[config.mk]
export PLATFORM = sky130hd
export DESIGN_NAME = wb_burst_arb
export DESIGN_NICKNAME = d
export VERILOG_FILES = /design/src/rtl/wb_arb_pkg.sv /design/src/rtl/wb_rr_pick.sv /design/src/rtl/wb_burst_arb.sv
export SDC_FILE = /design/constraint.sdc
export NUM_CORES = 1
export LEC_CHECK = 0
export BUFFER_PORTS_ARGS = -buffer_cell sky130_fd_sc_hd__buf_2
export CAP_MARGIN = 10
export CORE_ASPECT_RATIO = 0.5
export CORE_MARGIN = 4
export CORE_UTILIZATION = 36
export CTS_BUF_LIST = sky130_fd_sc_hd__clkbuf_2 sky130_fd_sc_hd__clkbuf_4 sky130_fd_sc_hd__clkbuf_8
export DETAILED_ROUTE_END_ITERATION = 7
export GPL_TIMING_DRIVEN = 0
export PLACE_DENSITY_LB_ADDON = 0.08
export REMOVE_ABC_BUFFERS = 1
export SETUP_SLACK_MARGIN = 0.5
export SLEW_MARGIN = 40
export SYNTH_ARGS = -nofsm -noshare
export SYNTH_HDL_FRONTEND = slang
export SYNTH_SLANG_ARGS = --single-unit
[constraint.sdc]
create_clock -name clk_i -period 2.1 [get_ports clk_i]
set_input_delay 0.21 -clock clk_i [delete_from_list [all_inputs] [get_ports clk_i]]
set_output_delay 0.21 -clock clk_i [all_outputs]
set_load 0.05 [all_outputs]
[src/rtl/wb_arb_pkg.sv]
// Shared types and constants for the burst-aware wishbone lane arbiter.
package wb_arb_pkg;

  localparam int unsigned NUM_REQ   = 4;
  localparam int unsigned BL_W      = 10;
  localparam int unsigned GNT_CNT_W = 16;

  typedef enum logic [1:0] {
    StIdle = 2'd0,
    StBusy = 2'd1,
    StRel  = 2'd2
  } arb_state_e;

endpackage

[src/rtl/wb_rr_pick.sv]
// Combinational rotate-priority picker: first requester after the last owner, with wrap.
module wb_rr_pick
  import wb_arb_pkg::*;
(
  input  logic [NUM_REQ-1:0] req_i,
  input  logic [1:0]         last_i,
  output logic [1:0]         idx_o,
  output logic               any_o
);

  logic [1:0] cand;

  always_comb begin
    idx_o = '0;
    any_o = 1'b0;
    cand  = '0;
    for (int unsigned k = 1; k <= NUM_REQ; k++) begin
      cand = last_i + 2'(k);
      if (!any_o && req_i[cand]) begin
        idx_o = cand;
        any_o = 1'b1;
      end
    end
  end

endmodule

[src/rtl/wb_burst_arb.sv]
// Burst-holding round-robin arbiter for four wishbone master lanes.
// Optional stall watchdog enabled by defining WB_ARB_WATCHDOG_EN.
module wb_burst_arb
  import wb_arb_pkg::*;
#(
  parameter int unsigned TOUT_W = 8
) (
  input  logic                      clk_i,
  input  logic                      rst_i,
  input  logic [NUM_REQ-1:0]        req_i,
  input  logic [NUM_REQ*BL_W-1:0]   bl_i,
  input  logic                      ack_i,
  input  logic                      lack_i,
  input  logic [TOUT_W-1:0]         cfg_tout_i,
  output logic [1:0]                gnt_o,
  output logic                      gnt_vld_o,
  output logic                      busy_o,
  output logic                      tout_o,
  output logic [GNT_CNT_W-1:0]      gnt_cnt_o
);

  arb_state_e      state_q;
  logic [1:0]      last_q;
  logic [BL_W-1:0] beat_cnt_q;
  logic [1:0]      pick_idx;
  logic            pick_any;
  logic [BL_W-1:0] bl_sel;
  logic            release_req;

  wb_rr_pick u_pick (
    .req_i  (req_i),
    .last_i (last_q),
    .idx_o  (pick_idx),
    .any_o  (pick_any)
  );

  assign bl_sel      = bl_i[32'(pick_idx) * BL_W +: BL_W];
  assign release_req = lack_i || (ack_i && (beat_cnt_q == BL_W'(1))) || !req_i[gnt_o];
  assign busy_o      = (state_q != StIdle);

`ifdef WB_ARB_WATCHDOG_EN
  logic [TOUT_W-1:0] tout_cnt_q;
  logic              tout_hit;

  // Fires on the stall cycle that brings the count up to the limit.
  assign tout_hit = (cfg_tout_i != '0) && !ack_i &&
                    ((tout_cnt_q + TOUT_W'(1)) == cfg_tout_i);

  always_ff @(posedge clk_i) begin
    if (rst_i) begin
      tout_cnt_q <= '0;
    end else if (state_q == StIdle) begin
      tout_cnt_q <= '0;
    end else if (state_q == StBusy) begin
      tout_cnt_q <= ack_i ? '0 : tout_cnt_q + TOUT_W'(1);
    end
  end
`else
  logic unused_cfg_tout;
  logic tout_hit;

  assign unused_cfg_tout = ^cfg_tout_i;
  assign tout_hit        = 1'b0;
`endif

  always_ff @(posedge clk_i) begin
    if (rst_i) begin
      state_q    <= StIdle;
      gnt_o      <= '0;
      gnt_vld_o  <= 1'b0;
      tout_o     <= 1'b0;
      gnt_cnt_o  <= '0;
      last_q     <= 2'd3;
      beat_cnt_q <= '0;
    end else begin
      tout_o <= 1'b0;
      unique case (state_q)
        StIdle: begin
          if (pick_any) begin
            gnt_o      <= pick_idx;
            gnt_vld_o  <= 1'b1;
            last_q     <= pick_idx;
            beat_cnt_q <= (bl_sel == '0) ? BL_W'(1) : bl_sel;
            if (gnt_cnt_o != '1) begin
              gnt_cnt_o <= gnt_cnt_o + GNT_CNT_W'(1);
            end
            state_q <= StBusy;
          end
        end
        StBusy: begin
          if (ack_i) begin
            beat_cnt_q <= beat_cnt_q - BL_W'(1);
          end
          if (release_req) begin
            gnt_vld_o <= 1'b0;
            state_q   <= StRel;
          end else if (tout_hit) begin
            tout_o    <= 1'b1;
            gnt_vld_o <= 1'b0;
            state_q   <= StRel;
          end
        end
        // gnt_o is held through the gap so the mux path stays stable.
        StRel: begin
          state_q <= StIdle;
        end
        default: begin
          state_q <= StIdle;
        end
      endcase
    end
  end

endmodule
==> flow_summary_export.csv <==
group,metric,value,unit
synthesis,synth_edf_count,0,
clocking,clk_path_buf_depth,2,
worst_setup_path,cp_max_fo,7,
global_routing,grt_pass1_vias,2232,
worst_setup_path,r2r-end,"beat_cnt_q[1]$_SDFFE_PP0P_",
clocking,clk_latency,0.28,ns
cells_and_area,synthToLayoutAreaGrowth,48.7,%
clocking,clkSinkCount,33,
sta,setup_tns,0,ns
sta,skew,0.00664,ns
clocking,cts.clk_slew.worst_paths,0.08,ns
route,viasPerCell,5.53,
route,routedWlPerCell,15.3,µm
cells_and_area,layout_commonest_cell,"buf_2",
sta,rsz0062_at_grt,"true",
cells_and_area,seqCellArea,691,µm²
status,outcome,"finished clean",
place,place_inst,398,
power_and_ir_drop,p_per_area,749,nW/µm²
synthesis,syn_area,2210,µm²
route,vias,2384,
clocking,cts-root-buf,"clkbuf_8",
clocking,htreeDepth,2,
worst_hold_path,hold_class,"primary input to flip-flop",
power_and_ir_drop,vdd_drop_max,0.346,mV
synthesis,synth_seq_cells,33,
route,drc,0,
die,io_pins,77,
sta,period_minus_slack,1.76,ns
cells_and_area,final_cell_mix,"buf_2 (67), nor2_1 (27), buf_4 (20)",
synthesis,ys_seq_area_frac,0.298,
global_routing,track_usage,0.168,
clocking,hold_buffers,0,
worst_hold_path,worstHoldStart,"lack_i",
place,hpwlAfterDp,4.67,mm
worst_setup_path,crit_path_top_delay_cell,"dfxtp_2",
die,start_util,0.388,
worst_setup_path,worst_ep_arrival_time,1.97,ns
synthesis,ys_warn_count,0,
worst_hold_path,holdPathStages,4,
die,die_x,119,µm
die,dieArea,7540,µm²
clocking,cts_buffers,5,
worst_setup_path,cp.required,2.30,ns
cells_and_area,nNetsFinal,416,
global_routing,grt_pass1_wl,10.5,mm
cells_and_area,drive_gt1_frac,0.475,
global_routing,grt_remaining_overflow,0,
worst_setup_path,r2r_slack,0.34,ns
synthesis,synth_cell_types,53,
place,routabilityCongestion,0.835,
power_and_ir_drop,power.leakage,1.32,nW
clocking,cts_tree,"done",
cells_and_area,multi_input_area,1790,µm²
synthesis,avgSynthCellArea,8.29,µm²
die,dieHeight,63.4,µm
cells_and_area,antennaDiodeCount,0,
worst_setup_path,worstPathCellList,"inv_1, a221o_1, a21oi_4, buf_4, mux2_2, o21ai_1",
route,first_pass_iters,4,
sta,setup_violations,0,
worst_setup_path,cpPeakStageDelay,0.36,ns
worst_setup_path,worst_r2r_path_depth,6,
sta,slew_headroom,0.370,
synthesis,synth_top_area_share,0.298,
synthesis,synth_largest_area_cell,"dfxtp_1",
sta,min_period_over_period,0.839,
worst_setup_path,end_kind,"flip-flop",
die,rows,19,
sta,final-max-slew-violation-count,0,
worst_setup_path,reg2reg_from,"last_q[0]$_SDFFE_PP1P_",
flow_run,cap_violations,0,
route,ant_nets,0,
global_routing,grt_max_degree,36,
sta,tightest_slew,0.937,ns
die,core_area,5710,µm²
synthesis,synthArstFlopShare,0,
sta,hold-worst-slack,0.329,ns
cells_and_area,fillers,526,
sta,hold_viol,0,
worst_hold_path,worstHoldEndpoint,"state_q[0]$_SDFFE_PP0P_",
synthesis,yosys-top-cells-area,"dfxtp_1 (30%), mux2i_1 (10%), mux2_2 (5.1%)",
route,routed_wl,6.62,mm
cells_and_area,finalNonFillerCells,431,
place,io_buffers,67,
power_and_ir_drop,p_total,2.46,mW
worst_setup_path,start_kind,"flip-flop",
worst_setup_path,critPathKind,"flip-flop to flip-flop",
synthesis,synth_top_flop_cell,"dfxtp_1",
sta,clock.fmax,0.567,GHz
synthesis,syn_inst,267,
global_routing,antenna_found_initial,0,
route,drtIter0Drc,66,
==> critical path: cells and delay by family (launching register included) <==
| kind | cells | cell delay, ns |
|---|---|---|
| buf+inv | 2 | 0.26 |
| mux | 1 | 0.34 |
| compound gates | 3 | 0.72 |
| flops | 1 | 0.36 |
==> layer usage <==
| layer | up-vias | global-route usage | wire length, µm |
|---|---|---|---|
| met4 | 0 | 0.0317 | 34 |
| met2 | 71 | 0.282 | 3070 |
| met3 | 4 | 0.0509 | 434 |
| met1 | 1133 | 0.215 | 3080 |
| li1 | 1176 | - | - |
| met5 | - | 0 | 0 |
==> flip-flops by register name, indices dropped and copies added (netlist names) <==
register / flops
last_q: 2
gnt_vld_o: 1
gnt_o: 2
gnt_cnt_o: 16
state_q: 2
beat_cnt_q: 10
==> worst max-delay path by stage <==
stage	startpoint	endpoint	cells past startpoint
after floorplan	last_q[0]$_SDFFE_PP1P_	beat_cnt_q[2]$_SDFFE_PP0P_	5
after global placement	req_i[0]	beat_cnt_q[2]$_SDFFE_PP0P_	6
after detailed placement	req_i[0]	beat_cnt_q[5]$_SDFFE_PP0P_	8
after CTS	last_q[0]$_SDFFE_PP1P_	beat_cnt_q[5]$_SDFFE_PP0P_	7
after global routing	last_q[0]$_SDFFE_PP1P_	beat_cnt_q[5]$_SDFFE_PP0P_	6
final	last_q[0]$_SDFFE_PP1P_	beat_cnt_q[1]$_SDFFE_PP0P_	6
==> metrics by stage <==
| step | area, µm² | utilization | worst slack, ns |
|---|---|---|---|
| floorplan | 2160 | - | -0.281 |
| global placement | 2580 | 0.453 | -0.688 |
| detailed placement | 2610 | 0.457 | -0.273 |
| CTS | 3030 | 0.531 | 0.321 |
| global route | 3290 | 0.577 | 0.255 |
| finish | 3290 | 0.577 | 0.338 |
==> logic make-up (layout without fill, tap and decap cells) <==
group / count (synthesis) / in the layout / synth area share
AOI/OAI and AO/OA: 54 / 54 / 0.165
xor gates and xnor gates: 12 / 12 / 0.0475
adders and majority gates: 3 / 3 / 0.0170
buffers and inverters: 19 / 110 / 0.0396
DFF: 33 / 33 / 0.298
muxes: 34 / 34 / 0.165
other: 1 / 1 / 0.00169
and+or+nand+nor: 111 / 111 / 0.266
==> cells in the mapped netlist (all sizes together), types with 2 or more instances <==
master	number
o22ai	4
nor4	15
or3	4
ha	3
nand3	8
a311oi	2
buf	6
or2	2
a22oi	2
nand4	5
a2111oi	3
nor2b	2
nor3	13
and2	3
nor2	30
nand2	12
inv	8
or4	3
o32ai	2
nor3b	2
mux2	10
dfxtp	33
clkbuf	5
nand2b	6
a21oi	17
o21ai	13
xnor2	12
mux2i	23
a211oi	4
==> final cells by class <==
cell class | instances | area share
Inverter | 8 | 0.00912
Multi-Input combinational cell | 215 | 0.543
Tap cell | 73 | 0.0277
Sequential cell | 33 | 0.210
Clock inverter | 2 | 0.0114
Timing Repair Buffer | 94 | 0.174
Clock buffer | 6 | 0.0251
==> power by group <==
group | internal, mW | leakage [nW] | switching (mW)
clock network | 0.386 | 0.0574 | 0.247
registers | 0.704 | 0.278 | 0.0954
logic | 0.503 | 0.985 | 0.529
total | 1.59 | 1.32 | 0.871
==> timing repair <==
item	CTS	global route
resized for setup	43	50
buffers inserted	19	6
endpoints found under the setup margin	33	30
pin swaps	12	10
cloned	0	0
hold endpoints to repair	0	0
Power figures use the tool's default switching activity.
